--- src/rtl/rotate_shift_pipe_if.sv ---
// rotate_shift_pipe_if: valid/ready stream bundle for rotate_shift_pipe.
// ROTATE_SHIFT_FLAGS_EN adds the out_zero/out_sticky result flags.
interface rotate_shift_pipe_if #(
    parameter int WIDTH = 8
) ();
    localparam int SW = $clog2(WIDTH);
    logic             in_valid;
    logic             in_ready;
    logic [WIDTH-1:0] in_data;
    logic [SW-1:0]    in_shamt;
    logic [1:0]       in_mode;
    logic             out_valid;
    logic             out_ready;
    logic [WIDTH-1:0] out_data;
`ifdef ROTATE_SHIFT_FLAGS_EN
    logic             out_zero;
    logic             out_sticky;
    modport master (
        output in_valid, in_data, in_shamt, in_mode, out_ready,
        input  in_ready, out_valid, out_data, out_zero, out_sticky
    );
    modport slave (
        input  in_valid, in_data, in_shamt, in_mode, out_ready,
        output in_ready, out_valid, out_data, out_zero, out_sticky
    );
`else
    modport master (
        output in_valid, in_data, in_shamt, in_mode, out_ready,
        input  in_ready, out_valid, out_data
    );
    modport slave (
        input  in_valid, in_data, in_shamt, in_mode, out_ready,
        output in_ready, out_valid, out_data
    );
`endif
endinterface

--- src/rtl/rotate_shift_pipe.sv ---
// rotate_shift_pipe: pipelined ROR/ROL/SRL/SRA barrel shifter, one stage per shift-amount bit.
// ROTATE_SHIFT_FLAGS_EN adds registered out_zero and out_sticky flags.
module rotate_shift_pipe #(
    parameter int WIDTH = 8
) (
    input logic               clk,
    input logic               rst_n,
    rotate_shift_pipe_if.slave bus
);
    localparam int SW = $clog2(WIDTH);
    logic w_adv;
    logic w_unused;
    // single global stall: every stage holds while the output is blocked
    assign w_adv        = !bus.out_valid | bus.out_ready;
    assign bus.in_ready = w_adv;
    for (genvar k = 0; k < SW; k++) begin : g_stage
        localparam int N = 1 << k;
        logic [WIDTH-1:0] r_data;
        logic [SW-1:0]    r_shamt;
        logic [1:0]       r_mode;
        logic             r_valid;
        logic             r_sign;
        logic [WIDTH-1:0] w_d;
        logic [WIDTH-1:0] w_shift;
        logic [WIDTH-1:0] w_res;
        logic [SW-1:0]    w_sh;
        logic [1:0]       w_m;
        logic             w_v;
        logic             w_s;
        logic             w_unused_sh;
        if (k == 0) begin : g_in
            assign w_d  = bus.in_data;
            assign w_sh = bus.in_shamt;
            assign w_m  = bus.in_mode;
            assign w_v  = bus.in_valid;
            assign w_s  = bus.in_data[WIDTH-1];
        end else begin : g_link
            assign w_d  = g_stage[k-1].r_data;
            assign w_sh = g_stage[k-1].r_shamt;
            assign w_m  = g_stage[k-1].r_mode;
            assign w_v  = g_stage[k-1].r_valid;
            assign w_s  = g_stage[k-1].r_sign;
        end
        assign w_unused_sh = ^w_sh;
        // right shifts fill with the sign captured at entry (zero for SRL)
        assign w_shift = (w_m == 2'b00) ? {w_d[N-1:0], w_d[WIDTH-1:N]} :
                         (w_m == 2'b01) ? {w_d[WIDTH-N-1:0], w_d[WIDTH-1:WIDTH-N]} :
                                          {{N{w_m[0] & w_s}}, w_d[WIDTH-1:N]};
        assign w_res = w_sh[k] ? w_shift : w_d;
        always_ff @(posedge clk or negedge rst_n) begin
            if (!rst_n) begin
                r_valid <= 1'b0;
                r_data  <= '0;
                r_shamt <= '0;
                r_mode  <= '0;
                r_sign  <= 1'b0;
            end else if (w_adv) begin
                r_valid <= w_v;
                r_data  <= w_res;
                r_shamt <= w_sh;
                r_mode  <= w_m;
                r_sign  <= w_s;
            end
        end
`ifdef ROTATE_SHIFT_FLAGS_EN
        logic r_sticky;
        logic w_st;
        if (k == 0) begin : g_st_in
            assign w_st = 1'b0;
        end else begin : g_st_link
            assign w_st = g_stage[k-1].r_sticky;
        end
        always_ff @(posedge clk or negedge rst_n) begin
            if (!rst_n) r_sticky <= 1'b0;
            else if (w_adv) r_sticky <= w_st | (w_m[1] & w_sh[k] & (|w_d[N-1:0]));
        end
`endif
    end
    assign bus.out_valid = g_stage[SW-1].r_valid;
    assign bus.out_data  = g_stage[SW-1].r_data;
    assign w_unused      = ^{g_stage[SW-1].r_shamt, g_stage[SW-1].r_mode, g_stage[SW-1].r_sign};
`ifdef ROTATE_SHIFT_FLAGS_EN
    logic r_zero;
    always_ff @(posedge clk or negedge rst_n) begin
        if (!rst_n) r_zero <= 1'b0;
        else if (w_adv) r_zero <= (g_stage[SW-1].w_res == '0);
    end
    assign bus.out_zero   = r_zero;
    assign bus.out_sticky = g_stage[SW-1].r_sticky;
`endif
endmodule
--- src/flat_wrapper.sv ---
// flat-port wrapper written by rule: the top's interface ports become plain ports
module rotate_shift_pipe_flat 
#(
    parameter int WIDTH = 8
)
  (clk, rst_n, bus_in_valid, bus_in_data, bus_in_shamt, bus_in_mode, bus_out_ready, bus_in_ready, bus_out_valid, bus_out_data);
  rotate_shift_pipe_if #(.WIDTH(WIDTH)) bus_i ();
  input logic clk;
  input logic rst_n;
  input wire logic [$bits(bus_i.in_valid)-1:0] bus_in_valid;
  input wire logic [$bits(bus_i.in_data)-1:0] bus_in_data;
  input wire logic [$bits(bus_i.in_shamt)-1:0] bus_in_shamt;
  input wire logic [$bits(bus_i.in_mode)-1:0] bus_in_mode;
  input wire logic [$bits(bus_i.out_ready)-1:0] bus_out_ready;
  output wire logic [$bits(bus_i.in_ready)-1:0] bus_in_ready;
  output wire logic [$bits(bus_i.out_valid)-1:0] bus_out_valid;
  output wire logic [$bits(bus_i.out_data)-1:0] bus_out_data;
  assign bus_i.in_valid = bus_in_valid;
  assign bus_i.in_data = bus_in_data;
  assign bus_i.in_shamt = bus_in_shamt;
  assign bus_i.in_mode = bus_in_mode;
  assign bus_i.out_ready = bus_out_ready;
  assign bus_in_ready = bus_i.in_ready;
  assign bus_out_valid = bus_i.out_valid;
  assign bus_out_data = bus_i.out_data;
  rotate_shift_pipe #(.WIDTH(WIDTH)) u_core (.clk(clk), .rst_n(rst_n), .bus(bus_i));
endmodule
--- config.mk ---
export PLATFORM = sky130hd
export DESIGN_NAME = rotate_shift_pipe_flat
export DESIGN_NICKNAME = d
export VERILOG_FILES = /design/src/rtl/rotate_shift_pipe_if.sv /design/src/rtl/rotate_shift_pipe.sv /design/src/flat_wrapper.sv
export SDC_FILE = /design/constraint.sdc
export NUM_CORES = 1
export LEC_CHECK = 0
export BUFFER_PORTS_ARGS = -buffer_cell sky130_fd_sc_hd__buf_2
export CAP_MARGIN = 10
export CORE_AREA = 5 5 64 66
export CTS_BUF_LIST = sky130_fd_sc_hd__clkbuf_8
export DETAILED_ROUTE_END_ITERATION = 7
export DIE_AREA = 0 0 69 71
export PLACE_DENSITY = 0.75
export SYNTH_ARGS = -nofsm -noshare
export SYNTH_HDL_FRONTEND = slang
export SYNTH_SLANG_ARGS = --single-unit
--- constraint.sdc ---
create_clock -name clk -period 1.5 [get_ports clk]
set_input_delay 0.3 -clock clk [delete_from_list [all_inputs] [get_ports clk]]
set_output_delay 0.3 -clock clk [all_outputs]
set_load 0.1 [all_outputs]
==> out/results.tsv, run 1 <==
stage	metric	value	unit
synthesis	synthCells	190	
synthesis	synth_xor_area_share	0	%
timing	worst_pin_slew	0.499	ns
timing	finalCritPeriodShare	97.1	%
synthesis	syn-num-nets	207	
timing	final.min_clock_period	1.46	ns
final_layout	final_core_util	61.8	%
floorplanning	start_util	51.5	%
timing	final_hold_viol_count	0	
floorplanning	num_io_pins	27	
critical_path	crit_path_end_kind	primary output	
cts	cts-htree-levels	2	
cts	cts_made_buffers	5	
timing	fmax	686	MHz
cts	clk_latency	0.29	ns
routing	drt-initial-drc-count	87	
timing	rsz0062_at_grt	false	
routing	drc	0	
routing	drtAntennaViolNets	0	
timing	slew_headroom	67.0	%
final_layout	layout.cells.non_filler	272	
routing	wl_per_cell	12.7	um
synthesis	ys_ff_latch	36	
worst_hold_path	hold_depth	3	
critical_path	crit_type	reg -> out	
final_layout	n_antenna_cell	0	
floorplanning	die_area	4900	um2
synthesis	synth_top_family_by_area	simple AND/OR/NAND/NOR gates	
synthesis	seq_area_frac_synth	49.7	%
cts	cts_tree	done	
floorplanning	die_y	71	um
critical_path	start_kind	flip-flop	
floorplanning	rows	22	
timing	setup_viol	0	
global_route	grt_max_degree	40	
global_route	first_global_vias	1385	
cts	clockBufferDepth	2	
global_route	grt-ovfl-total	0	
critical_path	worstPathMaxFanout	4	
cts	cts-root-buf	clkbuf_8	
routing	routed_via_density	5.06	
synthesis	synth_area	1810	um2
final_layout	syn2layout_area_growth	19.9	%
worst_hold_path	hold_class	in -> reg	
synthesis	avgSynthCellArea	9.55	um2
routing	vias	1376	
power_and_ir_drop	ir_drop	0.649	mV
critical_path	required	1.20	ns
synthesis	synth_cell_types	21	
final_layout	finalInstanceArea	2180	um2
placed_design	place_hpwl	2.62	mm
floorplanning	core	3520	um2
flow_run	maxCapViolCount	0	
routing	first_pass_iters	4	
cts	clkSlewWorstSetupHoldPaths	0.07	ns
floorplanning	die_w	69	um
synthesis	yosysWarningCount	0	
critical_path	r2r_cells	6	
synthesis	synth_simple_gate_area_share	23.9	%
timing	drv_slew	0	
placed_design	io_buffers	26	
final_layout	layout_commonest_cell	nand2_1	
power_and_ir_drop	cellLeakagePower	1.07	nW
synthesis	synth_compound_area_share	11.0	%
power_and_ir_drop	p_per_area	2060	nW/um2
final_layout	nNetsFinal	240	
global_route	grt_usage	15.2	%
final_layout	layout_common_cells	nand2_1 (59), dfrtp_1 (35), buf_2 (25)	
status	status	complete, no violations	
cts	clkSinkCount	36	
final_layout	drive_gt1_share	21.4	%
synthesis	synth_mux_area_share	11.1	%
routing	drt-total-wl	3.45	mm
placed_design	gp_congestion	0.783	
synthesis	synthAdderAreaFrac	0	%
timing	timing.setup.tns	0	ns
placed_design	placed_cells	261	
placed_design	placedInstanceArea	2030	um2
critical_path	worstPathArrival	1.16	ns
global_route	grt_pass1_wl	6.04	mm
timing	finClkSkew	0.00882	ns
global_route	grt_antenna_before_repair	0	
==> logic make-up (layout without fill, tap and decap cells) <==
logic type / after synthesis / count (layout)
flip-flops: 36 / 36
multiplexers: 20 / 20
AND/OR/NAND/NOR: 90 / 90
AO/OA/AOI/OAI: 31 / 31
buffers and inverters: 13 / 47
==> cell type report <==
type | count | area (um2)
clock buffer | 5 | 68.8
tap | 48 | 60.1
sequential | 36 | 905
timing repair buffer | 38 | 263
inverter | 1 | 6.26
multi-input combinational | 141 | 835
clock inverter | 3 | 38.8
fill | 320 | 1350
==> synth_stat cells <==
master | count | share of area [%]
a21boi_0 | 1 | 0.41
a2bb2oi_1 | 2 | 0.97
and3_1 | 4 | 1.4
buf_2 | 6 | 1.7
buf_4 | 4 | 1.7
buf_6 | 1 | 0.62
clkbuf_1 | 1 | 0.21
dfrtp_1 | 36 | 50
inv_2 | 1 | 0.21
mux2_2 | 1 | 0.62
mux2i_1 | 19 | 10
nand2_1 | 59 | 12
nand2b_1 | 7 | 2.4
nand3_1 | 3 | 0.83
nand3b_1 | 13 | 5.4
nand4b_1 | 1 | 0.48
nor2_1 | 2 | 0.41
nor2b_4 | 1 | 0.76
o211ai_1 | 14 | 5.8
o21ai_0 | 10 | 2.8
o21ai_1 | 4 | 1.1
==> sequential cells by signal (all words and copies together), names as in the netlist <==
signal                  flops
u_core.g_stage.r_data      16
u_core.bus.out_data         8
u_core.g_stage.r_mode       4
u_core.g_stage.r_shamt      3
u_core.g_stage.r_sign       2
u_core.g_stage.r_valid      2
u_core.bus.out_valid        1
==> what timing repair did <==
item | in CTS | in global routing
setup buffers | 0 | 2
gates resized for setup | 1 | 0
endpoints found under the hold margin | 20 | 0
hold buffers | 1 | 0
endpoints found under the setup margin | 1 | 1
==> worst max-delay path, stage by stage, from the launching register on <==
cell,delay [ns]
dfrtp_4,0.47
nor2b_4,0.14
inv_4,0.08
buf_12,0.17
==> stage by stage <==
stage | worst slack, ns | power (mW) | hold WS [ns]
6_report | 0.0432 | 4.48 | 0.223
4_1_cts | 0.00834 | 4.49 | 0.214
5_1_grt | 0.0114 | 4.74 | 0.224
3_3_place_gp | 0.223 | 3.61 | 0.281
2_1_floorplan | 0.0524 | 3.25 | 0.00441
3_5_place_dp | 0.181 | 3.66 | 0.274
==> worst paths after layout <==
kind,endpoint,slack [ns],startpoint
max reg2reg,u_core.g_stage[1].r_data[5],0.14,u_core.bus.out_valid
min,u_core.g_stage[0].r_shamt[1],0.22,bus_in_shamt[1]
min in group asynchronous,u_core.g_stage[1].r_shamt[2],0.49,rst_n
max in group asynchronous,u_core.g_stage[0].r_shamt[1],0.52,rst_n
max,bus_in_ready,0.04,u_core.bus.out_valid
min reg2reg,u_core.bus.out_valid,0.46,u_core.g_stage[1].r_valid
==> report_power, final <==
part	switching (mW)	internal, mW	leakage (nW)
Clock	0.328	0.486	0.0593
Sequential	0.301	1.34	0.439
Combinational	1.42	0.613	0.570
==> per-layer routing <==
metal | share of wire, % | track usage [%] | wire, um
met5 | 0 | 0 | 0
met4 | 1.8 | 6.51 | 63
met3 | 5.3 | 4.83 | 183
met2 | 50 | 25.7 | 1720
met1 | 43 | 17.8 | 1480
(Power assumes the default switching activity.)
==> run 2: changes to the inputs <==
--- a/config.mk
+++ b/config.mk
@@ -7,11 +7,13 @@
 export LEC_CHECK = 0
 export BUFFER_PORTS_ARGS = -buffer_cell sky130_fd_sc_hd__buf_2
 export CAP_MARGIN = 10
-export CORE_AREA = 5 5 64 66
+export CELL_PAD_IN_SITES_DETAIL_PLACEMENT = 1
+export CELL_PAD_IN_SITES_GLOBAL_PLACEMENT = 1
+export CORE_AREA = 5 5 70 72
 export CTS_BUF_LIST = sky130_fd_sc_hd__clkbuf_8
 export DETAILED_ROUTE_END_ITERATION = 7
-export DIE_AREA = 0 0 69 71
-export PLACE_DENSITY = 0.75
+export DIE_AREA = 0 0 75 77
+export PLACE_DENSITY_LB_ADDON = 0.1
 export SYNTH_ARGS = -nofsm -noshare
 export SYNTH_HDL_FRONTEND = slang
 export SYNTH_SLANG_ARGS = --single-unit
==> run 2 against run 1 <==
Compared with the run above:
- non-clock buffer count fell by 3
- final cell count rose by 0.37%
- clock power fell by 15%
- highest routed layer unchanged
==> out/results.tsv, run 2 (same netlist as run 1, synthesis figures left out) <==
stage	metric	value	unit	change
status	status	complete, no violations		
power_and_ir_drop	ir_drop	0.695	mV	+7.1%
final_layout	nNetsFinal	237		-1.3%
critical_path	r2r_setup_slack	0.17	ns	+0.03 ns
cts	clkSlewWorstSetupHoldPaths	0.07	ns	about the same
worst_hold_path	hold_class	in -> reg		
power_and_ir_drop	intPower	2.28	mW	-6.6%
power_and_ir_drop	cellLeakagePower	1.04	nW	-2.2%
final_layout	layout_commonest_cell	nand2_1		
critical_path	start_kind	flip-flop		
global_route	first_global_vias	1618		+17%
timing	final_hold_viol_count	0		unchanged
timing	slew_headroom	66.7	%	-0.30 points
critical_path	worstPathMaxFanout	3		-1
routing	drt-total-wl	4.23	mm	+23%
cts	cts_made_buffers	5		unchanged
power_and_ir_drop	p_clk_share	15.8	%	-2.4 points
cts	clk_latency	0.29	ns	about the same
routing	vias	1434		+4.2%
placed_design	gp_congestion	0.737		-5.9%
cts	clkSinkCount	36		unchanged
cts	cts-root-buf	clkbuf_8		
placed_design	io_buffers	26		unchanged
timing	fmax	691	MHz	+0.68%
final_layout	n_antenna_cell	0		unchanged
routing	routed_via_density	5.25		+3.8%
global_route	grt-ovfl-total	0		unchanged
critical_path	worstPathArrival	1.15	ns	about the same
final_layout	layout.cells.non_filler	273		+0.37%
timing	finalCritPeriodShare	96.5	%	-0.66 points
placed_design	placed_cells	263		+0.77%
floorplanning	rows	24		+9.1%
routing	drt-initial-drc-count	49		-44%
floorplanning	die_w	75	um	+8.7%
floorplanning	die_area	5780	um2	+18%
final_layout	drive_gt1_share	19.9	%	-1.5 points
routing	drc	0		unchanged
floorplanning	num_io_pins	27		unchanged
critical_path	required	1.20	ns	about the same
timing	finClkSkew	0.00711	ns	-0.00171 ns
power_and_ir_drop	p_per_area	2050	nW/um2	-0.46%
cts	clockBufferDepth	2		unchanged
final_layout	syn2layout_area_growth	17.3	%	
final_layout	top_register	u_core.g_stage.r_data		
cts	cts-htree-levels	2		unchanged
floorplanning	die_y	77	um	+8.5%
global_route	grt_pass1_wl	7.53	mm	+25%
critical_path	crit_type	reg -> out		
floorplanning	start_util	42.8	%	-8.6 points
power_and_ir_drop	p_comb_share	46.8	%	+1.5 points
floorplanning	core	4230	um2	+20%
global_route	grt_max_degree	40		unchanged
routing	wl_per_cell	15.5	um	+22%
global_route	grt_usage	17.0	%	+1.8 points
routing	drtAntennaViolNets	0		unchanged
routing	first_pass_iters	4		unchanged
timing	setup_viol	0		unchanged
power_and_ir_drop	p_switching	2.09	mW	+2.1%
cts	cts_tree	done		
timing	worst_pin_slew	0.504	ns	+0.00452 ns
critical_path	crit_path_end_kind	primary output		
global_route	grt_antenna_before_repair	0		unchanged
timing	final.min_clock_period	1.45	ns	-0.00990 ns
final_layout	layout_common_cells	nand2_1 (59), dfrtp_1 (35), buf_2 (25)		
timing	timing.setup.tns	0	ns	unchanged
timing	drv_slew	0		unchanged
final_layout	largest_reg_flops	16		unchanged
placed_design	place_hpwl	3.31	mm	+26%
timing	holdWs	0.213	ns	-0.0103 ns
power_and_ir_drop	p_seq_share	37.5	%	+1.0 points
timing	rsz0062_at_grt	false		
flow_run	maxCapViolCount	0		unchanged
power_and_ir_drop	netSwitchingFraction	47.9	%	+2.2 points
## run 2: cell count changes in the layout (fill, tap and decap cells not counted)
| cell | previous run | this run |
|---|---|---|
| clkinv_2 | 1 | 0 |
| inv_1 | 1 | 2 |
| buf_12 | 3 | 2 |
| buf_4 | 9 | 7 |
| bufinv_16 | 1 | 0 |
| clkbuf_8 | 5 | 6 |
## run 2: path summary, 6_finish.rpt
kind,startpoint,to,cells past startpoint
max,u_core.bus.out_valid,bus_in_ready,3
min,bus_in_shamt[1],u_core.g_stage[0].r_shamt[1],3
max reg2reg,u_core.bus.out_valid,u_core.g_stage[0].r_data[1],5
min reg2reg,u_core.g_stage[1].r_mode[0],u_core.g_stage[1].r_mode[0],2
max in group asynchronous,rst_n,u_core.g_stage[0].r_data[1],3
min in group asynchronous,rst_n,u_core.bus.out_data[7],2
## run 2: metrics by stage
step | setup slack, ns | utilization (%) | power [mW] | area (um2)
floorplan | 0.0524 | - | 3.25 | 1820
global placement | 0.207 | 47.7 | 3.62 | 2020
detailed placement | 0.114 | 47.7 | 3.71 | 2020
CTS | 0.0249 | 50.1 | 4.42 | 2120
global route | 0.0107 | 50.3 | 4.66 | 2130
finish | 0.0531 | 50.3 | 4.37 | 2130
## run 2: cell type report
| cell class | count | area, um2 |
|---|---|---|
| Clock buffer | 6 | 82.6 |
| Clock inverter | 2 | 7.51 |
| Fill cell | 511 | 2110 |
| Inverter | 1 | 6.26 |
| Multi-Input combinational cell | 141 | 835 |
| Sequential cell | 36 | 905 |
| Tap cell | 52 | 65.1 |
| Timing Repair Buffer | 35 | 228 |
## run 2: timing repair
action | CTS | global route
endpoints found under the setup margin | 1 | 1
setup buffers | 0 | 1
hold endpoints to repair | 15 | 0
hold buffers | 1 | 0
resized for setup | 1 | 0
## run 2: worst max-delay path: stages, from the launching register on
cell and delay, ns:
dfrtp_4 0.47, nor2b_4 0.14, inv_4 0.07, buf_12 0.17
## run 2: power by group through the flow
| stage | combinational [mW] | clock, mW | sequential [mW] |
|---|---|---|---|
| CTS | 2.06 | 0.716 | 1.64 |
| global placement | 1.99 | 0 | 1.64 |
| global route | 2.22 | 0.760 | 1.68 |
| finish | 2.04 | 0.688 | 1.64 |
| floorplan | 0.877 | 0 | 2.37 |
| detailed placement | 2.05 | 0 | 1.66 |
## run 2: metal layers
layer,part of all wire (%),up-vias,track usage (%)
met5,0,-,0
met4,2.0,0,6.94
met3,4.6,7,4.18
met2,52,28,29.2
met1,41,688,19.7
li1,-,711,-
